==> src/rtl/ldtu_dtu_word_rx.sv <==
// DTU word receiver: idle-word lock, idle drop, 16-deep Hamming(38,32) buffer with
// single-error correction on read, and a registered valid/ready output stage.
module ldtu_dtu_word_rx #(
  parameter int          Nbits_32       = 32,
  parameter int          Nbits_ham      = 38,
  parameter int          FifoDepth      = 16,
  parameter int          bits_ptr       = 4,
  parameter logic [31:0] idle_patternEA = 32'hEAAAAAAA,
  parameter int          IdleLockCount  = 4
) (
  input  logic                 CLK,
  input  logic                 rst_b,
  input  logic                 word_valid,
  input  logic [Nbits_32-1:0]  word_in,
  input  logic [Nbits_ham-1:0] inj_mask,
  input  logic                 out_ready,
  output logic                 out_valid,
  output logic [Nbits_32-1:0]  out_data,
  output logic                 sec_error,
  output logic                 unc_error,
  output logic                 locked,
  output logic                 overflow,
  output logic [bits_ptr:0]    fill_level,
  output logic [15:0]          idle_count
);

  localparam int SynW = $clog2(Nbits_ham + 1);
  localparam int RunW = $clog2(IdleLockCount + 1);

  typedef enum logic {S_UNLOCKED, S_LOCKED} state_t;

  typedef struct packed {
    logic [Nbits_32-1:0] data;
    logic                sec;
    logic                unc;
  } dec_t;

  // Data bits occupy the non-power-of-two positions in ascending order.
  function automatic logic [Nbits_ham-1:0] f_encode(input logic [Nbits_32-1:0] d);
    logic [Nbits_ham-1:0] cw;
    logic                 par;
    int                   k;
    cw = '0;
    k  = 0;
    for (int p = 1; p <= Nbits_ham; p++)
      if ((p & (p - 1)) != 0) begin
        cw[p-1] = d[k];
        k++;
      end
    for (int i = 0; i < SynW; i++) begin
      par = 1'b0;
      for (int p = 1; p <= Nbits_ham; p++)
        if (((p >> i) & 1) == 1) par ^= cw[p-1];
      cw[(1 << i) - 1] = par;
    end
    return cw;
  endfunction

  function automatic dec_t f_decode(input logic [Nbits_ham-1:0] cw_in);
    dec_t                 r;
    logic [Nbits_ham-1:0] cw;
    logic [SynW-1:0]      syn;
    int                   k;
    cw  = cw_in;
    syn = '0;
    r   = '0;
    for (int p = 1; p <= Nbits_ham; p++)
      if (cw[p-1]) syn ^= SynW'(p);
    if (syn != '0 && int'(syn) <= Nbits_ham) begin
      cw[syn - SynW'(1)] = ~cw[syn - SynW'(1)];
      r.sec = 1'b1;
    end else if (int'(syn) > Nbits_ham) begin
      r.unc = 1'b1;
    end
    k = 0;
    for (int p = 1; p <= Nbits_ham; p++)
      if ((p & (p - 1)) != 0) begin
        r.data[k] = cw[p-1];
        k++;
      end
    return r;
  endfunction

  state_t               r_state, w_state_nxt;
  logic [RunW-1:0]      r_run;
  logic [15:0]          r_idle_cnt;
  logic [Nbits_ham-1:0] r_mem [FifoDepth];
  logic [bits_ptr-1:0]  r_wptr, r_rptr;
  logic [bits_ptr:0]    r_count;
  logic                 r_ovf;
  logic                 r_out_valid;
  dec_t                 r_out;

  logic w_is_idle, w_push_req, w_push, w_pop;
  dec_t w_dec;

  assign w_is_idle  = (word_in == idle_patternEA);
  assign w_push_req = word_valid && (r_state == S_LOCKED) && !w_is_idle;
  assign w_pop      = (!r_out_valid || out_ready) && (r_count != '0);
  // A full buffer still accepts when the head leaves on the same edge.
  assign w_push     = w_push_req && ((r_count < (bits_ptr+1)'(FifoDepth)) || w_pop);
  assign w_dec      = f_decode(r_mem[r_rptr]);

  always_comb begin
    w_state_nxt = r_state;
    if (word_valid && r_state == S_UNLOCKED && w_is_idle &&
        r_run == RunW'(IdleLockCount - 1))
      w_state_nxt = S_LOCKED;
  end

  always_ff @(posedge CLK or negedge rst_b) begin
    if (!rst_b) r_state <= S_UNLOCKED;
    else        r_state <= w_state_nxt;
  end

  always_ff @(posedge CLK or negedge rst_b) begin
    if (!rst_b) begin
      r_run      <= '0;
      r_idle_cnt <= '0;
    end else if (word_valid) begin
      if (r_state == S_UNLOCKED) begin
        if (!w_is_idle || w_state_nxt == S_LOCKED) r_run <= '0;
        else                                      r_run <= r_run + RunW'(1);
      end else if (w_is_idle && r_idle_cnt != 16'hFFFF) begin
        r_idle_cnt <= r_idle_cnt + 16'd1;
      end
    end
  end

  always_ff @(posedge CLK) begin
    if (w_push) r_mem[r_wptr] <= f_encode(word_in) ^ inj_mask;
  end

  always_ff @(posedge CLK or negedge rst_b) begin
    if (!rst_b) begin
      r_wptr  <= '0;
      r_rptr  <= '0;
      r_count <= '0;
      r_ovf   <= 1'b0;
    end else begin
      if (w_push) r_wptr <= r_wptr + bits_ptr'(1);
      if (w_pop)  r_rptr <= r_rptr + bits_ptr'(1);
      r_count <= r_count + (bits_ptr+1)'(w_push) - (bits_ptr+1)'(w_pop);
      if (w_push_req && !w_push) r_ovf <= 1'b1;
    end
  end

  always_ff @(posedge CLK or negedge rst_b) begin
    if (!rst_b) begin
      r_out_valid <= 1'b0;
      r_out       <= '0;
    end else if (w_pop) begin
      r_out_valid <= 1'b1;
      r_out       <= w_dec;
    end else if (r_out_valid && out_ready) begin
      r_out_valid <= 1'b0;
    end
  end

  assign out_valid  = r_out_valid;
  assign out_data   = r_out.data;
  assign sec_error  = r_out.sec;
  assign unc_error  = r_out.unc;
  assign locked     = (r_state == S_LOCKED);
  assign overflow   = r_ovf;
  assign fill_level = r_count;
  assign idle_count = r_idle_cnt;

endmodule
==> config.mk <==
export PLATFORM = sky130hd
export DESIGN_NAME = ldtu_dtu_word_rx
export DESIGN_NICKNAME = d
export VERILOG_FILES = /design/src/rtl/ldtu_dtu_word_rx.sv
export SDC_FILE = /design/constraint.sdc
export NUM_CORES = 1
export LEC_CHECK = 0
export ABC_AREA = 1
export CORE_ASPECT_RATIO = 1.5
export CORE_MARGIN = 5
export CORE_UTILIZATION = 55
export DETAILED_ROUTE_END_ITERATION = 12
export PLACE_DENSITY = 0.8
export SYNTH_ARGS = -nofsm -noshare
export SYNTH_HDL_FRONTEND = slang
export SYNTH_SLANG_ARGS = --single-unit
==> constraint.sdc <==
create_clock -name CLK -period 7.5 [get_ports CLK]
set_input_delay 2.25 -clock CLK [delete_from_list [all_inputs] [get_ports CLK]]
set_output_delay 2.25 -clock CLK [all_outputs]
set_load 0.01 [all_outputs]
==> After elaboration in Yosys (flattened, before gate mapping) <==
Memory sizes are Yosys's and may differ from the RTL's.
Cells that the tools add are included.
{ "totals": {"ff_bits": 69, "latchBits": 0, "ram_bits": 608, "mem_bits_ro": 0, "input_bits": 74, "out_inout_bits": 58, "n_memories": 1} }
{ "op_classes": {"add_sub_neg": 37, "multipliers": 0, "n_div": 0, "magnitude_cmp": 36, "eq_ne": 3, "n_shift": 0, "muxes": 299, "bitwise_logic": 129, "n_reduce_logical": 23} }
{ "mem_list": {"columns": ["name", "words", "word_bits", "rd", "rd_ports_with_merged_regs", "wr", "line", "text"], "rows": [
  ["r_mem", 16, 38, 1, 0, 1, "87", "logic [Nbits_ham-1:0] r_mem [FifoDepth];"]
]} }
{ "op_table": {"columns": ["cell", "n"], "rows": [
  ["$lt 32x7->1 const B", 31],
  ["$mux 32", 31],
  ["$add 32x2->32 const B", 30],
  ["$mux 1", 195],
  ["$bmux 1 s5", 31],
  ["$xor 1x1->1", 89],
  ["$mux 5", 16],
  ["$mux 6", 7],
  ["$not 3->3", 13],
  ["$bwmux 38", 1],
  ["$mux 38", 1],
  ["$xor 38x38->38", 1],
  ["$eq 32x32->1 const B", 1],
  ["$mux 4", 8],
  ["$not 2->2", 13],
  ["$not 4->4", 5],
  ["$add 16x1->16 const B", 1],
  ["$ne 16x16->1 const B", 1],
  ["$mux 3", 5],
  ["$logic_and 1x1->1", 12],
  ["$add 4x1->4 const B", 2],
  ["$lt 6x7->1 const B", 1],
  ["$bmux 1 s6", 1],
  ["$demux 1 s6", 1],
  ["other kinds (20)", 30]
]} }

==> Logic depth before layout (Yosys ltp) <==
An unclocked memory read counts as a cell.
{ "depth": {"depth_word": 78, "mapped_depth": 38, "ltp_nobuf": 35} }

==> Worst setup path after synthesis <==
No wires, ideal clock.
{ "synth_path": {"path_kind": "input to register", "start": "in word_in[28]", "end": "mem r_mem[11][0] (enable)", "setup_ns": 0.433, "arrival_time_ns": 4.826, "slack_ns": 2.240, "path_stages": 9, "path_cell_list": "clkbuf_1 -> nor2_1 -> nand4_1 -> nor4_1 -> nor2_1 -> nand2_1 -> inv_1 -> nand2_1 -> nor2_1"} }
{ "synth_via": {"elab_chain_cells": 6} }
{ "synth_rtl": {"columns": ["element", "line", "text"], "rows": [
  ["start: declaration", "14", "input logic [Nbits_32-1:0] word_in,"],
  ["$eq 32x32->1", "97", "assign w_is_idle = (word_in == idle_patternEA);"],
  ["$logic_not 1->1", "98", "assign w_push_req = word_valid && (r_state == S_LOCKED) && !w_is_idle;"],
  ["$logic_and 1x1->1", "98", null],
  ["$logic_and 1x1->1", "101", "assign w_push = w_push_req && ((r_count < (bits_ptr+1)'(FifoDepth)) || w_pop);"],
  ["$mux 1", "131", "if (w_push) r_mem[r_wptr] <= f_encode(word_in) ^ inj_mask;"],
  ["$mux 1 (implied by the code)", "131", null],
  ["end: declaration", "87", null]
]} }
No other way between the ends.

==> Worst setup path in the final report <==
{ "layout_path": {"start": "reg r_rptr[0]", "end": "reg r_out (netlist bit out_data[2])"} }
{ "layout_via": {"elab_chain_cells": 64, "elab_cells_between_ends": 85} }
{ "layout_rtl": {"columns": ["element", "line", "text"], "rows": [
  ["start: declaration", "88", "logic [bits_ptr-1:0] r_wptr, r_rptr;"],
  ["start signal: assignment", "142", "if (w_pop) r_rptr <= r_rptr + bits_ptr'(1);"],
  ["$mem_v2 16x38 *", null, null],
  ["$mux 1", "68", "if (cw[p-1]) syn ^= SynW'(p);"],
  ["$mux 2", "68", null],
  ["$not 2->2 (no source line)", null, null],
  ["$mux 2", "68", null],
  ["$mux 3", "68", null],
  ["$not 2->2 (no source line)", null, null],
  ["$mux 3 (2 in series)", "68", null],
  ["[... 46 more ...]", null, null],
  ["$mux 6 (2 in series)", "68", null],
  ["$sub 6x1->6", "70", "cw[syn - SynW'(1)] = ~cw[syn - SynW'(1)];"],
  ["$lt 6x7->1 (implied by the code) or $ge 6x1->1 (tied branches)", "70", null],
  ["$logic_and 1x1->1 (implied by the code)", "70", null],
  ["$mux 1 (implied by the code)", "70", null],
  ["$demux 1 s6", "70", null],
  ["$bwmux 38", "70", null],
  ["$mux 38 *", "69", "if (syn != '0 && int'(syn) <= Nbits_ham) begin"],
  ["end signal: assignment", "154", "r_out <= w_dec;"],
  ["end: declaration", "92", "dec_t r_out;"]
]} }
Mark *: on every way between the ends. The rest lies on a longest branch, timed or not. The select of a mux whose other input is x is not followed.
A chain may end at the register's enable or synchronous reset.

==> impl_metrics.yaml <==
run_status:
  status: "finished clean"
worst_setup_path:
  crit_path_frequent_cell: "nand2_1"
  path_max_fanout: 100
  cp_data_required_time_ns: 8.01
  slowest_stage: "dfrtp_4"
  cp-start-kind: "flop"
  critPathCaptureType: "flop"
  worst_ep_arrival_time_ns: 6.41
  cpPeakStageDelay_ns: 0.92
  critPathKind: "flop to flop"
floorplan:
  top_level_ports: 132
  initial_core_util_pct: 55.6
  die_width_um: 204
  dieArea_um2: 61600
  die_h_um: 301
  rows: 106
  core_region_area_um2: 56000
clock_network:
  cts_hold_buf: 0
  htreeDepth: 2
  root_buffer: "clkbuf_16"
  clock_latency_ns: 0.62
  cts_resized: 0
  numCtsBuffers: 58
  post_cts_buffers: 0
  clock_sinks: 677
  clkTransAtPathRegs_ns: 0.07
  clk_path_buf_depth: 3
  cts_tree: "yes"
sta:
  worstMarginPinSlew_ns: 1.41
  relSlewSlack_pct: 5.53
  final_hold_viol_count: 0
  finalCritPeriodShare_pct: 78.7
  setup_viol: 0
  rsz0062_at_grt: "false"
  slew_viol_final: 0
  skew_ns: 0.0149
  fin_tns_setup_ns: 0
  layout_min_cycle_time_ns: 5.90
  clock.fmax_mhz: 169
finish:
  final_nets: 3175
  fin_area_um2: 35100
  syn2layout_area_growth_pct: 12.8
  fillerInstances: 4241
  n_antenna_cell: 0
  final_layout_size_suffix_gt1_share_pct: 7.88
synth:
  ys_seq_area_share_pct: 64.2
  postSynthCellCount: 2973
  synthFlopType: "edfxtp_1"
  ys_types: 50
  synth_edf_count: 608
  yosysTopAreaCell: "edfxtp_1"
  ys_top_cells_by_area: "edfxtp_1, nand2_1, dfrtp_1"
  synth-seq-cells: 677
  yosysWarnings: 0
  synthesis.nets: 3065
  async_reset_ff_share_pct: 10.2
  syn_area_per_cell_um2: 10.5
  synth_top_area_share_pct: 58.6
  synth_area_um2: 31100
placed_design:
  numPortBuffers: 131
  postPlaceCellArea_um2: 33100
  hpwl_um: 54200
  gp_congestion: 0.948
flow_run:
  cap_violations: 0
grt:
  grt_usage_pct: 27.6
  antenna_found_initial: 0
  grt_pass1_vias: 22633
  grt_pass1_wl_um: 130000
  grt_max_degree: 133
  grt_overflow: 0
routing:
  avgRoutedWirePerCell_um: 22.0
  post_drt_via_cell_ratio: 5.82
  wirelength_um: 85600
  dr_total_vias: 22648
  drt_iter0_drc: 2142
  dr.pass1.iters: 8
  drc_errors: 0
  antenna_left: 0
worst_hold_path:
  min_path_type: "flop to flop"
-- critical path: cells and delay by family (launching register included) --
kind	cells	cell delay [ns]
and+or+nand+nor	21	2.57
AOI/OAI and AO/OA	2	0.53
buffers and inverters	6	1.73
DFF	1	0.92
-- path summary, 6_finish.rpt --
kind	startpoint	end	slack, ns	cells after the start
min in group asynchronous	rst_b	r_rptr[2]$_DFFE_PN0P_	1.78	1
max	r_rptr[0]$_DFFE_PN0P_	out_data[2]$_DFFE_PN0P_	1.60	29
min reg2reg	overflow$_DFFE_PN0P_	overflow$_DFFE_PN0P_	0.47	1
max in group asynchronous	rst_b	r_rptr[0]$_DFFE_PN0P_	4.97	1
max reg2reg	r_rptr[0]$_DFFE_PN0P_	out_data[2]$_DFFE_PN0P_	1.60	29
min	overflow$_DFFE_PN0P_	overflow$_DFFE_PN0P_	0.47	1
-- logic make-up (layout without fill, tap and decap cells) --
logic type,Yosys count,in the layout,share of synthesized area (%)
flops,677,677,64.2
mux,1,1,0.0362
buf+inv,378,538,5.84
simple gates,1442,1442,19.1
compound gates,312,312,6.00
xor+xnor,145,145,4.08
fa+ha+maj,18,18,0.747
-- cell usage in the layout (no fill, tap or decap), types with 35 or more instances in the layout --
master / n
inv_2: 35
inv_1: 195
dfrtp_1: 66
o21ai_0: 108
o21ai_1: 79
xor2_1: 105
buf_4: 60
nand3_1: 270
xnor2_1: 37
nor2_1: 352
o211ai_1: 57
clkbuf_16: 59
clkdlybuf4s50_1: 130
edfxtp_1: 608
nand2_1: 739
-- per-layer routing --
| layer | track usage, % | vias to the layer above | wire length, um |
|---|---|---|---|
| met3 | 4.87 | 277 | 8550 |
| li1 | - | 10246 | - |
| met4 | 14.8 | 0 | 5150 |
| met1 | 33.1 | 10700 | 29400 |
| met2 | 47.4 | 1425 | 42600 |
| met5 | 0 | - | 0 |
-- synthesized netlist by cell type (3+ instances only) --
cell,instances
nand3_1,270
nand2_1,739
dfrtp_1,69
o21ai_0,108
buf_2,54
buf_4,26
nor2_1,368
nor4_1,3
nand2_2,19
o211ai_1,57
ha_1,17
clkbuf_1,29
nand4_1,14
buf_1,5
o22ai_1,12
buf_6,28
edfxtp_1,608
or2_1,3
inv_2,34
xnor2_1,37
inv_1,197
o21ai_1,79
o221ai_1,31
nor2_2,5
nand2_4,3
nor3_1,7
a21oi_1,16
xor2_1,108
-- cell type report --
type                       instances  area [um2]  share of cell area (%)
tap                              756         946                    2.69
timing repair buffer             193        1810                    5.16
clock inverter                    33         418                    1.19
multi-input combinational       1918        9480                    27.0
clock buffer                      77        1590                    4.54
sequential                       677       20000                    56.9
inverter                         235         897                    2.55
-- per-stage QoR --
step	util, %	std cells	hold slack (ns)	worst slack (ns)
after floorplan	-	2973	0.452	2.24
after global placement	59.2	3779	0.463	1.63
after detailed placement	59.2	3779	0.464	1.63
after CTS	62.8	3889	0.477	1.70
after global routing	62.8	3889	0.502	1.03
final	62.8	3889	0.472	1.60
-- state kept, by name, indices dropped and copies added (netlist names) --
register / flops
r_mem: 608
out_data: 32
idle_count: 16
fill_level: 5
r_rptr: 4
r_wptr: 4
r_run: 3
locked: 1
out_valid: 1
overflow: 1
sec_error: 1
unc_error: 1
Power is not shown: default switching activity piles up to over one toggle a cycle in this logic, so the estimate is an artifact.
